## config.mk

```make
export PLATFORM = sky130hd
export DESIGN_NAME = key_sync_debounce_flat
export DESIGN_NICKNAME = d
export VERILOG_FILES = /design/src/rtl/key_sync_debounce_if.sv /design/src/rtl/key_sync_debounce.sv /design/src/flat_wrapper.sv
export SDC_FILE = /design/constraint.sdc
export NUM_CORES = 1
export LEC_CHECK = 0
export ABC_AREA = 1
export BUFFER_PORTS_ARGS = -buffer_cell sky130_fd_sc_hd__buf_2
export CAP_MARGIN = 5
export CORE_MARGIN = 10
export CORE_UTILIZATION = 54
export CTS_CLUSTER_DIAMETER = 30
export CTS_CLUSTER_SIZE = 24
export DETAILED_ROUTE_END_ITERATION = 12
export PLACE_DENSITY_LB_ADDON = 0.1
export SYNTH_ARGS = -nofsm -noshare
export SYNTH_HDL_FRONTEND = slang
export SYNTH_SLANG_ARGS = --single-unit
```

## constraint.sdc

```tcl
create_clock -name clk -period 1.15 [get_ports clk]
set_input_delay 0.115 -clock clk [delete_from_list [all_inputs] [get_ports clk]]
set_output_delay 0.115 -clock clk [all_outputs]
set_load 0.02 [all_outputs]
```

## src/rtl/key_sync_debounce_if.sv

```systemverilog
// key_sync_debounce_if
// Bundles the key-conditioner signals: raw keys in, debounced level and
// one-cycle edge pulses out. The release pulse exists only when
// KEY_SYNC_RELEASE_PULSE_EN is defined.
//   master : the conditioner (consumes key, drives level/pulses)
//   slave  : the board/consumer side (drives key, observes level/pulses)

interface key_sync_debounce_if #(
  parameter int CHANNELS = 4
);

  logic [CHANNELS-1:0] key;
  logic [CHANNELS-1:0] level;
  logic [CHANNELS-1:0] press_pulse;
`ifdef KEY_SYNC_RELEASE_PULSE_EN
  logic [CHANNELS-1:0] release_pulse;
`endif

`ifdef KEY_SYNC_RELEASE_PULSE_EN
  modport master (
    input  key,
    output level,
    output press_pulse,
    output release_pulse
  );

  modport slave (
    output key,
    input  level,
    input  press_pulse,
    input  release_pulse
  );
`else
  modport master (
    input  key,
    output level,
    output press_pulse
  );

  modport slave (
    output key,
    input  level,
    input  press_pulse
  );
`endif

endinterface

```

## src/rtl/key_sync_debounce.sv

```systemverilog
// key_sync_debounce
// Multi-channel pushbutton conditioner: polarity fix, SYNC_STAGES-deep
// synchroniser, per-channel debounce counter and registered edge pulses.
// Optional feature macro: KEY_SYNC_RELEASE_PULSE_EN adds the one-cycle
// release pulse and its flops; without it only level and press exist.

module key_sync_debounce #(
  parameter int CHANNELS        = 4,
  parameter int SYNC_STAGES     = 2,
  parameter int DEBOUNCE_CYCLES = 4,
  parameter int INVERT          = 1
) (
  input  logic                 clk,
  input  logic                 rst_n,
  key_sync_debounce_if.master  bus
);

  // Counter must hold values up to DEBOUNCE_CYCLES-1; sized as clog2(N+1).
  localparam int               CNT_W    = $clog2(DEBOUNCE_CYCLES + 1);
  localparam logic [CNT_W-1:0] CNT_LAST = CNT_W'(DEBOUNCE_CYCLES - 1);
  localparam logic [CNT_W-1:0] CNT_ONE  = CNT_W'(1);
  localparam logic [CNT_W-1:0] CNT_ZERO = CNT_W'(0);
  localparam logic [CHANNELS-1:0] CH_ZERO = {CHANNELS{1'b0}};

  // Synchroniser chain, stage 0 is fed by the (possibly inverted) raw key.
  logic [CHANNELS-1:0] sync_q [SYNC_STAGES];
  logic [CHANNELS-1:0] sync_d [SYNC_STAGES];
  logic [CHANNELS-1:0] stable_s;

  // Debounce state and registered outputs.
  logic [CNT_W-1:0]    cnt_q [CHANNELS];
  logic [CNT_W-1:0]    cnt_d [CHANNELS];
  logic [CHANNELS-1:0] level_q;
  logic [CHANNELS-1:0] level_d;
  logic [CHANNELS-1:0] press_q;
  logic [CHANNELS-1:0] press_d;
`ifdef KEY_SYNC_RELEASE_PULSE_EN
  logic [CHANNELS-1:0] release_q;
  logic [CHANNELS-1:0] release_d;
`endif

  // Inversion sits in front of the first flop so that a key held pressed
  // through reset reads as "released" (0) at reset and later gives a Press.
  // Next-state for the synchroniser shift chain.
  always_comb begin
    for (int k = 0; k < SYNC_STAGES; k++) begin
      sync_d[k] = sync_q[k];
    end
    if (INVERT != 0) begin
      sync_d[0] = ~bus.key;
    end else begin
      sync_d[0] = bus.key;
    end
    for (int k = 1; k < SYNC_STAGES; k++) begin
      sync_d[k] = sync_q[k-1];
    end
  end

  // Synchroniser flops; no logic between stages.
  always_ff @(posedge clk or negedge rst_n) begin
    if (!rst_n) begin
      for (int k = 0; k < SYNC_STAGES; k++) begin
        sync_q[k] <= CH_ZERO;
      end
    end else begin
      for (int k = 0; k < SYNC_STAGES; k++) begin
        sync_q[k] <= sync_d[k];
      end
    end
  end

  assign stable_s = sync_q[SYNC_STAGES-1];

  // Debounce: count consecutive cycles of disagreement with the current
  // level; any return to the old value restarts the count. On the
  // DEBOUNCE_CYCLES-th disagreeing cycle the level flips and the matching
  // edge pulse is registered alongside it, so the pulse coincides with the
  // first cycle the new level is visible.
  always_comb begin
    level_d = level_q;
    press_d = CH_ZERO;
`ifdef KEY_SYNC_RELEASE_PULSE_EN
    release_d = CH_ZERO;
`endif
    for (int i = 0; i < CHANNELS; i++) begin
      cnt_d[i] = CNT_ZERO;
      if (stable_s[i] == level_q[i]) begin
        cnt_d[i] = CNT_ZERO;
      end else if (cnt_q[i] == CNT_LAST) begin
        cnt_d[i]   = CNT_ZERO;
        level_d[i] = stable_s[i];
        press_d[i] = stable_s[i];
`ifdef KEY_SYNC_RELEASE_PULSE_EN
        release_d[i] = ~stable_s[i];
`endif
      end else begin
        cnt_d[i] = cnt_q[i] + CNT_ONE;
      end
    end
  end

  // Debounce counters, level and pulse registers; reset discards any
  // count in progress and restarts every channel from level 0.
  always_ff @(posedge clk or negedge rst_n) begin
    if (!rst_n) begin
      for (int i = 0; i < CHANNELS; i++) begin
        cnt_q[i] <= CNT_ZERO;
      end
      level_q <= CH_ZERO;
      press_q <= CH_ZERO;
`ifdef KEY_SYNC_RELEASE_PULSE_EN
      release_q <= CH_ZERO;
`endif
    end else begin
      for (int i = 0; i < CHANNELS; i++) begin
        cnt_q[i] <= cnt_d[i];
      end
      level_q <= level_d;
      press_q <= press_d;
`ifdef KEY_SYNC_RELEASE_PULSE_EN
      release_q <= release_d;
`endif
    end
  end

  // All outputs come straight from flops.
  assign bus.level       = level_q;
  assign bus.press_pulse = press_q;
`ifdef KEY_SYNC_RELEASE_PULSE_EN
  assign bus.release_pulse = release_q;
`endif

endmodule
```

## src/flat_wrapper.sv

```systemverilog
// flat-port wrapper written by rule: the top's interface ports become plain ports
module key_sync_debounce_flat 
#(
  parameter int CHANNELS        = 4,
  parameter int SYNC_STAGES     = 2,
  parameter int DEBOUNCE_CYCLES = 4,
  parameter int INVERT          = 1
)
  (clk, rst_n, bus_key, bus_level, bus_press_pulse);
  key_sync_debounce_if #(.CHANNELS(CHANNELS)) bus_i ();
  input  logic clk;
  input  logic rst_n;
  input wire logic [$bits(bus_i.key)-1:0] bus_key;
  output wire logic [$bits(bus_i.level)-1:0] bus_level;
  output wire logic [$bits(bus_i.press_pulse)-1:0] bus_press_pulse;
  assign bus_i.key = bus_key;
  assign bus_level = bus_i.level;
  assign bus_press_pulse = bus_i.press_pulse;
  key_sync_debounce #(.CHANNELS(CHANNELS), .SYNC_STAGES(SYNC_STAGES), .DEBOUNCE_CYCLES(DEBOUNCE_CYCLES), .INVERT(INVERT)) u_core (.clk(clk), .rst_n(rst_n), .bus(bus_i));
endmodule
```

==> results.sh, run 1 <==
export IMPL_outcome="complete, no violations"
export IMPL_required_ns=1.03
export IMPL_yosysTopAreaCell="dfrtp_1"
export IMPL_crit_arrival_ns=0.93
export IMPL_slowest_stage="dfrtp_1"
export IMPL_critPathCaptureType="primary output"
export IMPL_p_per_area_nw_per_um2=2000
export IMPL_nFillCells=171
export IMPL_grt_ovfl_total=0
export IMPL_grt_setup_unrepaired="no"
export IMPL_hold_path_class="input pin to async pin"
export IMPL_crit_path_start_kind="flop"
export IMPL_fp_dieW_um=64.6
export IMPL_gr_usage_met2_pct=14.9
export IMPL_pin_count=14
export IMPL_synth_seq_cells=28
export IMPL_grt_pass1_wl_um=2930
export IMPL_worst_pin_slew_ns=0.598
export IMPL_cts_tree="built"
export IMPL_ir_drop_mv=0.988
export IMPL_dieArea_um2=4180
export IMPL_numClockSinks=28
export IMPL_place_ws_ns=0.192
export IMPL_final_cell_mix="dfrtp_1 (28), inv_1 (26), nand2_1 (26)"
export IMPL_max_clock_freq_mhz=957
export IMPL_detail_route_antenna_nets=0
export IMPL_wl_per_cell_um=10.1
export IMPL_dp_cells=152
export IMPL_worstSetupPathType="flop to primary output"
export IMPL_busiest_layer="met2"
export IMPL_core_um2=1920
export IMPL_placed_cell_area_um2=1170
export IMPL_ys_top_cells_by_area="dfrtp_1 (65%), inv_1 (9.1%), nand2_1 (9.1%)"
export IMPL_fp_dieH_um=64.6
export IMPL_met1_usage_pct=8.74
export IMPL_cts_clk_slew_worst_paths_ns=0.14
export IMPL_min_period_ns=1.04
export IMPL_maxSlewViolCount=0
export IMPL_crit_path_max_fanout=4
export IMPL_crit_path_max_incr_delay_ns=0.44
export IMPL_synth_top_area_share_pct=65.1
export IMPL_finalNetCount=145
export IMPL_drtIter0Drc=28
export IMPL_dpl_hpwl_um=1180
export IMPL_critical_path_top_delay_family="flip-flops"
export IMPL_grt_usage_pct=8.72
export IMPL_synthesis_nets=122
export IMPL_skew_ns=0.00352
export IMPL_rr_startpoint="u_core.cnt_q[0]"
export IMPL_setup_viol_count_final=0
export IMPL_hold_viol=0
export IMPL_fin_ws_ns=0.105
export IMPL_drt_wl_total_um=1620
export IMPL_clk_root_buffer_cell="clkbuf_4"
export IMPL_worstSetupStartpoint="u_core.bus.level[3]"
export IMPL_power_leakage_nw=0.708
export IMPL_grt_max_degree=29
export IMPL_max_clock_path_buffers=2
export IMPL_htreeDepth=1
export IMPL_cp_cell_sequence="buf_2"
export IMPL_synth_cells=112
export IMPL_final_cells=161
export IMPL_vias=694
export IMPL_met3_usage_pct=3.95
export IMPL_drc_errors=0
export IMPL_clock_latency_ns=0.32
export IMPL_tns_ns=0
export IMPL_final_cell_area_um2=1260
export IMPL_yosys_warnings=0
export IMPL_postSynthAreaPerCell_um2=9.61
export IMPL_synth_cell_type_count=7
export IMPL_numCtsBuffers=3
export IMPL_relSlewSlack_pct=60.2
export IMPL_synth_yosys_seq_area_share_pct=65.1
export IMPL_syn2layout_area_growth_pct=17.2
export IMPL_grt_pass1_vias=735
export IMPL_diodes=0
export IMPL_via_per_inst=4.31
export IMPL_initial_core_util_pct=56.0
export IMPL_antenna_found_initial=0
export IMPL_dr_pass1_iters=2
export IMPL_layout_commonest_cell="dfrtp_1"
export IMPL_io_buffers=13
export IMPL_post_route_period_util_pct=90.8
export IMPL_fp_row_count=16
export IMPL_path_buf_inv=1
export IMPL_synthesis_area_um2=1080
export IMPL_place_congestion=0.775
export IMPL_drive_above_1_share_pct=18.7
export IMPL_maxCapViolCount=0
## cell type report
cell class	count	area, um^2	area share (%)
clock buffer	4	36.3	2.88
inverter	26	97.6	7.74
timing repair buffer	18	115	9.13
sequential	28	701	55.6
tap	27	33.8	2.68
multi-input combinational	58	278	22.0
## flip-flops by register name, indices dropped and copies added, names as in the netlist
register and cells:
u_core.bus.press_pulse 4, u_core.cnt_q 12, u_core.sync_d 4, u_core.bus.level 4
u_core.stable_s 4
## routing by layer
layer / up-vias / wire length [um]
met5: - / 0
met4: 0 / 15
met3: 4 / 105
met2: 11 / 786
met1: 315 / 712
li1: 364 / -
## synthesized netlist by cell type (all sizes together)
master / n
nand2: 34
dfrtp: 28
inv: 26
nor2: 16
ha: 4
nand3: 4
## timing repair
item,4_1_cts,5_1_grt
endpoints found under the hold margin,32,0
buffers inserted,0,0
setup endpoints to repair,0,0
hold buffers,5,0
gates resized for setup,0,0
## per-stage QoR
stage               util [%]  total power [mW]  hold WS [ns]
finish                  65.6              2.52         0.317
global route            65.6              2.74         0.343
CTS                     65.6              2.56         0.329
detailed placement      61.1              2.08         0.155
global placement        61.1              2.03         0.153
floorplan                  -              1.86        -0.181
## path summary, 6_finish.rpt
path | cells after the start | slack [ns] | endpoint
worst max-delay path | 1 | 0.11 | bus_level[3]
worst min-delay path | 2 | 0.32 | u_core.bus.level[0]
worst max register to register | 4 | 0.18 | u_core.cnt_q[0]
worst min register to register | 0 | 0.37 | u_core.stable_s[3]
max in group asynchronous | 2 | 0.45 | u_core.stable_s[0]
min in group clk | 0 | 0.37 | u_core.stable_s[3]
## cells by family (layout without fill, tap and decap cells)
logic type | Yosys count | in the layout | share of synthesized area (%)
and+or+nand+nor | 54 | 54 | 21.2
DFF | 28 | 28 | 65.1
adders and majority gates | 4 | 4 | 4.65
buffers and inverters | 26 | 48 | 9.07
## power by group
group	switching, mW	internal (mW)	total, mW
Clock	0.269	0.194	0.462
Sequential	0.122	1.19	1.31
Combinational	0.464	0.283	0.747
Total	0.855	1.66	2.52
(Power assumes the default switching activity.)
==> run 2: changes to the inputs <==
CORE_UTILIZATION = 49   (was 54)
clock period = 0.9 ns   (was 1.15 ns; I/O delays follow)
==> run 2 against run 1 <==
The flow now finishes with violations (setup timing). Sequential share of layout area down 10 points. First-iteration DRC count down 36%. Via count up 4.9%. Clock skew up 0.010 ns. Cell count up 3.7%. Worst hold slack worse by 0.10 ns. Utilization up 11 points.
==> results.sh, run 2 (same netlist as run 1, synthesis figures left out) <==
export IMPL_fin_ws_ns=-0.0759
export IMPL_antenna_found_initial=0
export IMPL_ir_drop_mv=2.12
export IMPL_dr_pass1_iters=3
export IMPL_cp_cell_sequence="buf_6"
export IMPL_place_ws_ns=-0.0358
export IMPL_clkPwrFrac_pct=19.1
export IMPL_layout_commonest_cell="dfrtp_1"
export IMPL_io_buffers=13
export IMPL_maxSlewViolCount=0
export IMPL_path_buf_inv=1
export IMPL_htreeDepth=1
export IMPL_nFillCells=136
export IMPL_crit_arrival_ns=0.89
export IMPL_numCtsBuffers=3
export IMPL_final_cells=167
export IMPL_final_cell_mix="dfrtp_1 (28), inv_1 (20), nand2_1 (15)"
export IMPL_fp_dieH_um=66.9
export IMPL_power_frac_comb_pct=39.8
export IMPL_pin_count=14
export IMPL_initial_core_util_pct=53.2
export IMPL_core_um2=2020
export IMPL_intPower_mw=2.81
export IMPL_wl_per_cell_um=10.6
export IMPL_diodes=0
export IMPL_maxCapViolCount=0
export IMPL_pwr_share_seq_pct=41.0
export IMPL_detail_route_antenna_nets=0
export IMPL_vias=728
export IMPL_grt_usage_pct=8.38
export IMPL_rr_startpoint="u_core.cnt_q[0]"
export IMPL_hold_viol=0
export IMPL_cts_clk_slew_worst_paths_ns=0.15
export IMPL_critical_path_top_delay_family="flip-flops"
export IMPL_crit_path_start_kind="flop"
export IMPL_dp_cells=153
export IMPL_largest_reg_flops=12
export IMPL_skew_ns=0.0139
export IMPL_hold_path_class="input pin to async pin"
export IMPL_fp_dieW_um=66.9
export IMPL_numClockSinks=28
export IMPL_min_period_ns=0.976
export IMPL_p_per_area_nw_per_um2=2740
export IMPL_placed_cell_area_um2=1190
export IMPL_via_per_inst=4.36
export IMPL_switching_power_mw=1.42
export IMPL_critPathCaptureType="primary output"
export IMPL_switching_share_pct=33.6
export IMPL_violations="setup timing"
export IMPL_clk_root_buffer_cell="clkbuf_4"
export IMPL_top_register="u_core.cnt_q"
export IMPL_outcome="finished, violations left"
export IMPL_dieArea_um2=4470
export IMPL_finalNetCount=151
export IMPL_syn2layout_area_growth_pct=43.4
export IMPL_cts_tree="built"
export IMPL_worstSetupPathType="flop to primary output"
export IMPL_slowest_stage="dfrtp_1"
export IMPL_setup_viol_count_final=8
export IMPL_r2r_slack_ns=0.01
export IMPL_fp_row_count=16
export IMPL_max_clock_freq_mhz=1020
export IMPL_clock_latency_ns=0.32
export IMPL_crit_path_max_fanout=2
export IMPL_relSlewSlack_pct=89.7
export IMPL_grt_pass1_wl_um=2950
export IMPL_grt_pass1_vias=721
export IMPL_r2r_end="u_core.cnt_q[1]"
export IMPL_worst_pin_slew_ns=0.154
export IMPL_drt_wl_total_um=1770
export IMPL_drive_above_1_share_pct=43.6
export IMPL_grt_setup_unrepaired="yes"
export IMPL_power_leakage_nw=0.770
export IMPL_crit_path_max_incr_delay_ns=0.42
export IMPL_final_cell_area_um2=1540
export IMPL_dpl_hpwl_um=1130
export IMPL_drc_errors=0
export IMPL_worstRegToRegCells=3
export IMPL_place_congestion=0.747
export IMPL_drtIter0Drc=18
export IMPL_post_route_period_util_pct=108
export IMPL_grt_max_degree=29
export IMPL_max_clock_path_buffers=2
export IMPL_required_ns=0.81
export IMPL_grt_ovfl_total=0
-- run 2: cell count changes in the layout (fill, tap and decap cells not counted), moves of 6 or more --
cell,previous run,this run
inv_1,26,20
buf_2,13,5
buf_6,0,10
nand2_1,26,15
inv_2,0,6
nand2_4,0,7
-- run 2: worst max-delay path by stage --
| stage | endpoint | slack, ns | depth (start not counted) | from |
|---|---|---|---|---|
| 3_5_place_dp | u_core.cnt_q[7] | -0.04 | 4 | u_core.cnt_q[6] |
| 2_1_floorplan | u_core.cnt_q[6] | 0.04 | 4 | u_core.cnt_q[6] |
| 4_1_cts | bus_level[3] | -0.08 | 1 | u_core.bus.level[3] |
| 3_3_place_gp | u_core.cnt_q[6] | -0.01 | 4 | u_core.cnt_q[6] |
| 6_report | bus_level[3] | -0.08 | 1 | u_core.bus.level[3] |
| 5_1_grt | bus_level[3] | -0.13 | 1 | u_core.bus.level[3] |
-- run 2: power groups by stage --
stage / clock (mW) / combinational [mW] / sequential, mW
final: 0.809 / 1.68 / 1.73
after global routing: 0.885 / 1.87 / 1.77
after CTS: 0.825 / 1.30 / 1.69
after detailed placement: 0 / 0.965 / 1.70
after global placement: 0 / 0.927 / 1.68
after floorplan: 0 / 0.589 / 1.79
-- run 2: repair_timing --
item | 4_1_cts | 5_1_grt
endpoints found under the hold margin | 32 | 0
pin swaps | 6 | 14
endpoints found under the setup margin | 18 | 28
hold buffers | 5 | 0
resized for setup | 25 | 35
setup buffers | 4 | 1
-- run 2: routing by layer --
layer / track usage (%) / part of all wire (%) / vias up
met5: 0 / 0 / -
met4: 3.85 / 0.73 / 0
met3: 2.84 / 5.0 / 2
met2: 14.5 / 52 / 8
met1: 8.99 / 42 / 343
li1: - / - / 375
-- run 2: tightest hold or removal path, delay by kind of cell --
kind                   cells  cell delay (ns)
buffers and inverters      3             0.82
-- run 2: cell type report --
class                      count  area (um^2)  share of cell area [%]
timing repair buffer          24          230                    14.9
sequential                    28          701                    45.4
multi-input combinational     58          428                    27.7
clock inverter                 1         30.0                    1.95
inverter                      26         97.6                    6.33
tap                           27         33.8                    2.19
clock buffer                   3         22.5                    1.46
-- run 2: through the flow --
step | TNS, ns | util [%] | hold WS [ns] | power (mW)
2_1_floorplan | 0 | - | -0.206 | 2.37
3_3_place_gp | -0.0272 | 59.1 | 0.0452 | 2.61
3_5_place_dp | -0.146 | 59.1 | 0.0496 | 2.66
4_1_cts | -0.532 | 70.0 | 0.220 | 3.81
5_1_grt | -1.28 | 76.3 | 0.222 | 4.53
6_report | -0.479 | 76.3 | 0.215 | 4.23
==> run 3: changes to the inputs <==
PLACE_DENSITY = 0.72   (was not set)
PLACE_DENSITY_LB_ADDON = not set   (was 0.1)
==> run 3 against run 2 <==
The run still ends with setup timing left. Maximum frequency shrank 1.2%. Clock-buffer cell count grew 1. Utilization shrank 1.1 points. Critical endpoint is now bus_level[0]. Largest cell class unchanged.
==> results.sh, run 3 (same netlist as run 1, synthesis figures left out) <==
export IMPL_min_period_ns=0.988
export IMPL_required_ns=0.81
export IMPL_drc_errors=0
export IMPL_top_layer="met4"
export IMPL_wl_met2_um=1050
export IMPL_crit_path_max_incr_delay_ns=0.44
export IMPL_initial_core_util_pct=53.2
export IMPL_grt_pass1_vias=790
export IMPL_antenna_found_initial=0
export IMPL_cts_tree="built"
export IMPL_max_clock_path_buffers=2
export IMPL_worstSetupPathType="flop to primary output"
export IMPL_grt_setup_unrepaired="yes"
export IMPL_met1_length_um=803
export IMPL_slowest_stage="dfrtp_1"
export IMPL_dieArea_um2=4470
export IMPL_met3_length_um=124
export IMPL_dpl_hpwl_um=1240
export IMPL_vias=775
export IMPL_top_register="u_core.cnt_q"
export IMPL_htreeDepth=1
export IMPL_p_per_area_nw_per_um2=2620
export IMPL_crit_path_start_kind="flop"
export IMPL_final_cell_area_um2=1520
export IMPL_worst_pin_slew_ns=0.312
export IMPL_clock_latency_ns=0.32
export IMPL_p_total_mw=3.99
export IMPL_clk_root_buffer_cell="clkbuf_4"
export IMPL_drive_above_1_share_pct=44.3
export IMPL_drtIter0Drc=14
export IMPL_via_per_inst=4.64
export IMPL_fp_row_count=16
export IMPL_tns_ns=-0.472
export IMPL_power_leakage_nw=0.763
export IMPL_detail_route_antenna_nets=0
export IMPL_drt_wl_total_um=2000
export IMPL_cts_clk_slew_worst_paths_ns=0.13
export IMPL_final_cell_mix="dfrtp_1 (28), inv_1 (22), nand2_2 (15)"
export IMPL_cp_cell_sequence="buf_6"
export IMPL_dr_pass1_iters=2
export IMPL_pin_count=14
export IMPL_crit_arrival_ns=0.90
export IMPL_fp_dieH_um=66.9
export IMPL_core_um2=2020
export IMPL_hold_viol=0
export IMPL_place_ws_ns=-0.0561
export IMPL_crit_path_max_fanout=2
export IMPL_maxSlewViolCount=0
export IMPL_setup_viol_count_final=14
export IMPL_grt_usage_pct=8.94
export IMPL_grt_pass1_wl_um=3110
export IMPL_finalNetCount=151
export IMPL_violations="setup timing"
export IMPL_grt_ovfl_total=0
export IMPL_numCtsBuffers=3
export IMPL_max_clock_freq_mhz=1010
export IMPL_hold_path_class="input pin to async pin"
export IMPL_wl_per_cell_um=12.0
export IMPL_place_congestion=0.792
export IMPL_fin_ws_ns=-0.0876
export IMPL_critPathCaptureType="primary output"
export IMPL_layout_commonest_cell="dfrtp_1"
export IMPL_diodes=0
export IMPL_maxCapViolCount=0
export IMPL_post_route_period_util_pct=110
export IMPL_io_buffers=13
export IMPL_outcome="finished, violations left"
export IMPL_placed_cell_area_um2=1190
export IMPL_critical_path_top_delay_family="flip-flops"
export IMPL_skew_ns=0.00291
export IMPL_largest_reg_flops=12
export IMPL_r2r_slack_ns=-0.02
export IMPL_relSlewSlack_pct=79.2
export IMPL_ir_drop_mv=2.01
export IMPL_fp_dieW_um=66.9
export IMPL_syn2layout_area_growth_pct=41.3
export IMPL_path_buf_inv=1
export IMPL_numClockSinks=28
export IMPL_grt_max_degree=17
==> run 3: through the flow <==
step	instances	utilization [%]	hold slack, ns
global placement	153	59.1	-0.00423
CTS	166	69.1	0.172
finish	167	75.2	0.172
floorplan	112	-	-0.206
global route	167	75.2	0.176
detailed placement	153	59.1	-0.0000227
==> run 3: final timing paths <==
kind                                          start                         to  depth (start not counted)
worst max-delay path            u_core.bus.level[0]               bus_level[0]                          1
worst min-delay path                          rst_n        u_core.bus.level[0]                          2
worst max register to register      u_core.cnt_q[6]            u_core.cnt_q[7]                          4
worst min register to register     u_core.sync_d[0]         u_core.stable_s[0]                          0
max in group asynchronous                     rst_n  u_core.bus.press_pulse[3]                          3
min in group clk                   u_core.sync_d[0]         u_core.stable_s[0]                          0
==> run 3: repair_timing <==
action	4_1_cts	5_1_grt
endpoints found under the hold margin	32	0
resized for setup	24	35
endpoints found under the setup margin	17	28
pin swaps	7	14
hold buffers	5	0
setup buffers	4	1
==> run 3: where the power goes <==
group | internal, mW | leakage [nW] | switching, mW
logic | 0.805 | 0.384 | 0.852
clock network | 0.247 | 0.0210 | 0.330
registers | 1.52 | 0.357 | 0.235
total | 2.57 | 0.763 | 1.42
==> run 3: area by class of cell <==
type / count / area (um^2)
inverters: 26 / 97.6
flip-flops and latches: 28 / 701
fillers: 134 / 502
multi-input cells: 58 / 418
well taps: 27 / 33.8
clock buffers: 4 / 36.3
repair buffers: 24 / 234
==> run 3: metal layers <==
layer / track usage, % / vias to the layer above
met5: 0 / -
met4: 3.59 / 0
met3: 4.52 / 5
met2: 15.6 / 18
met1: 8.75 / 375
li1: - / 377
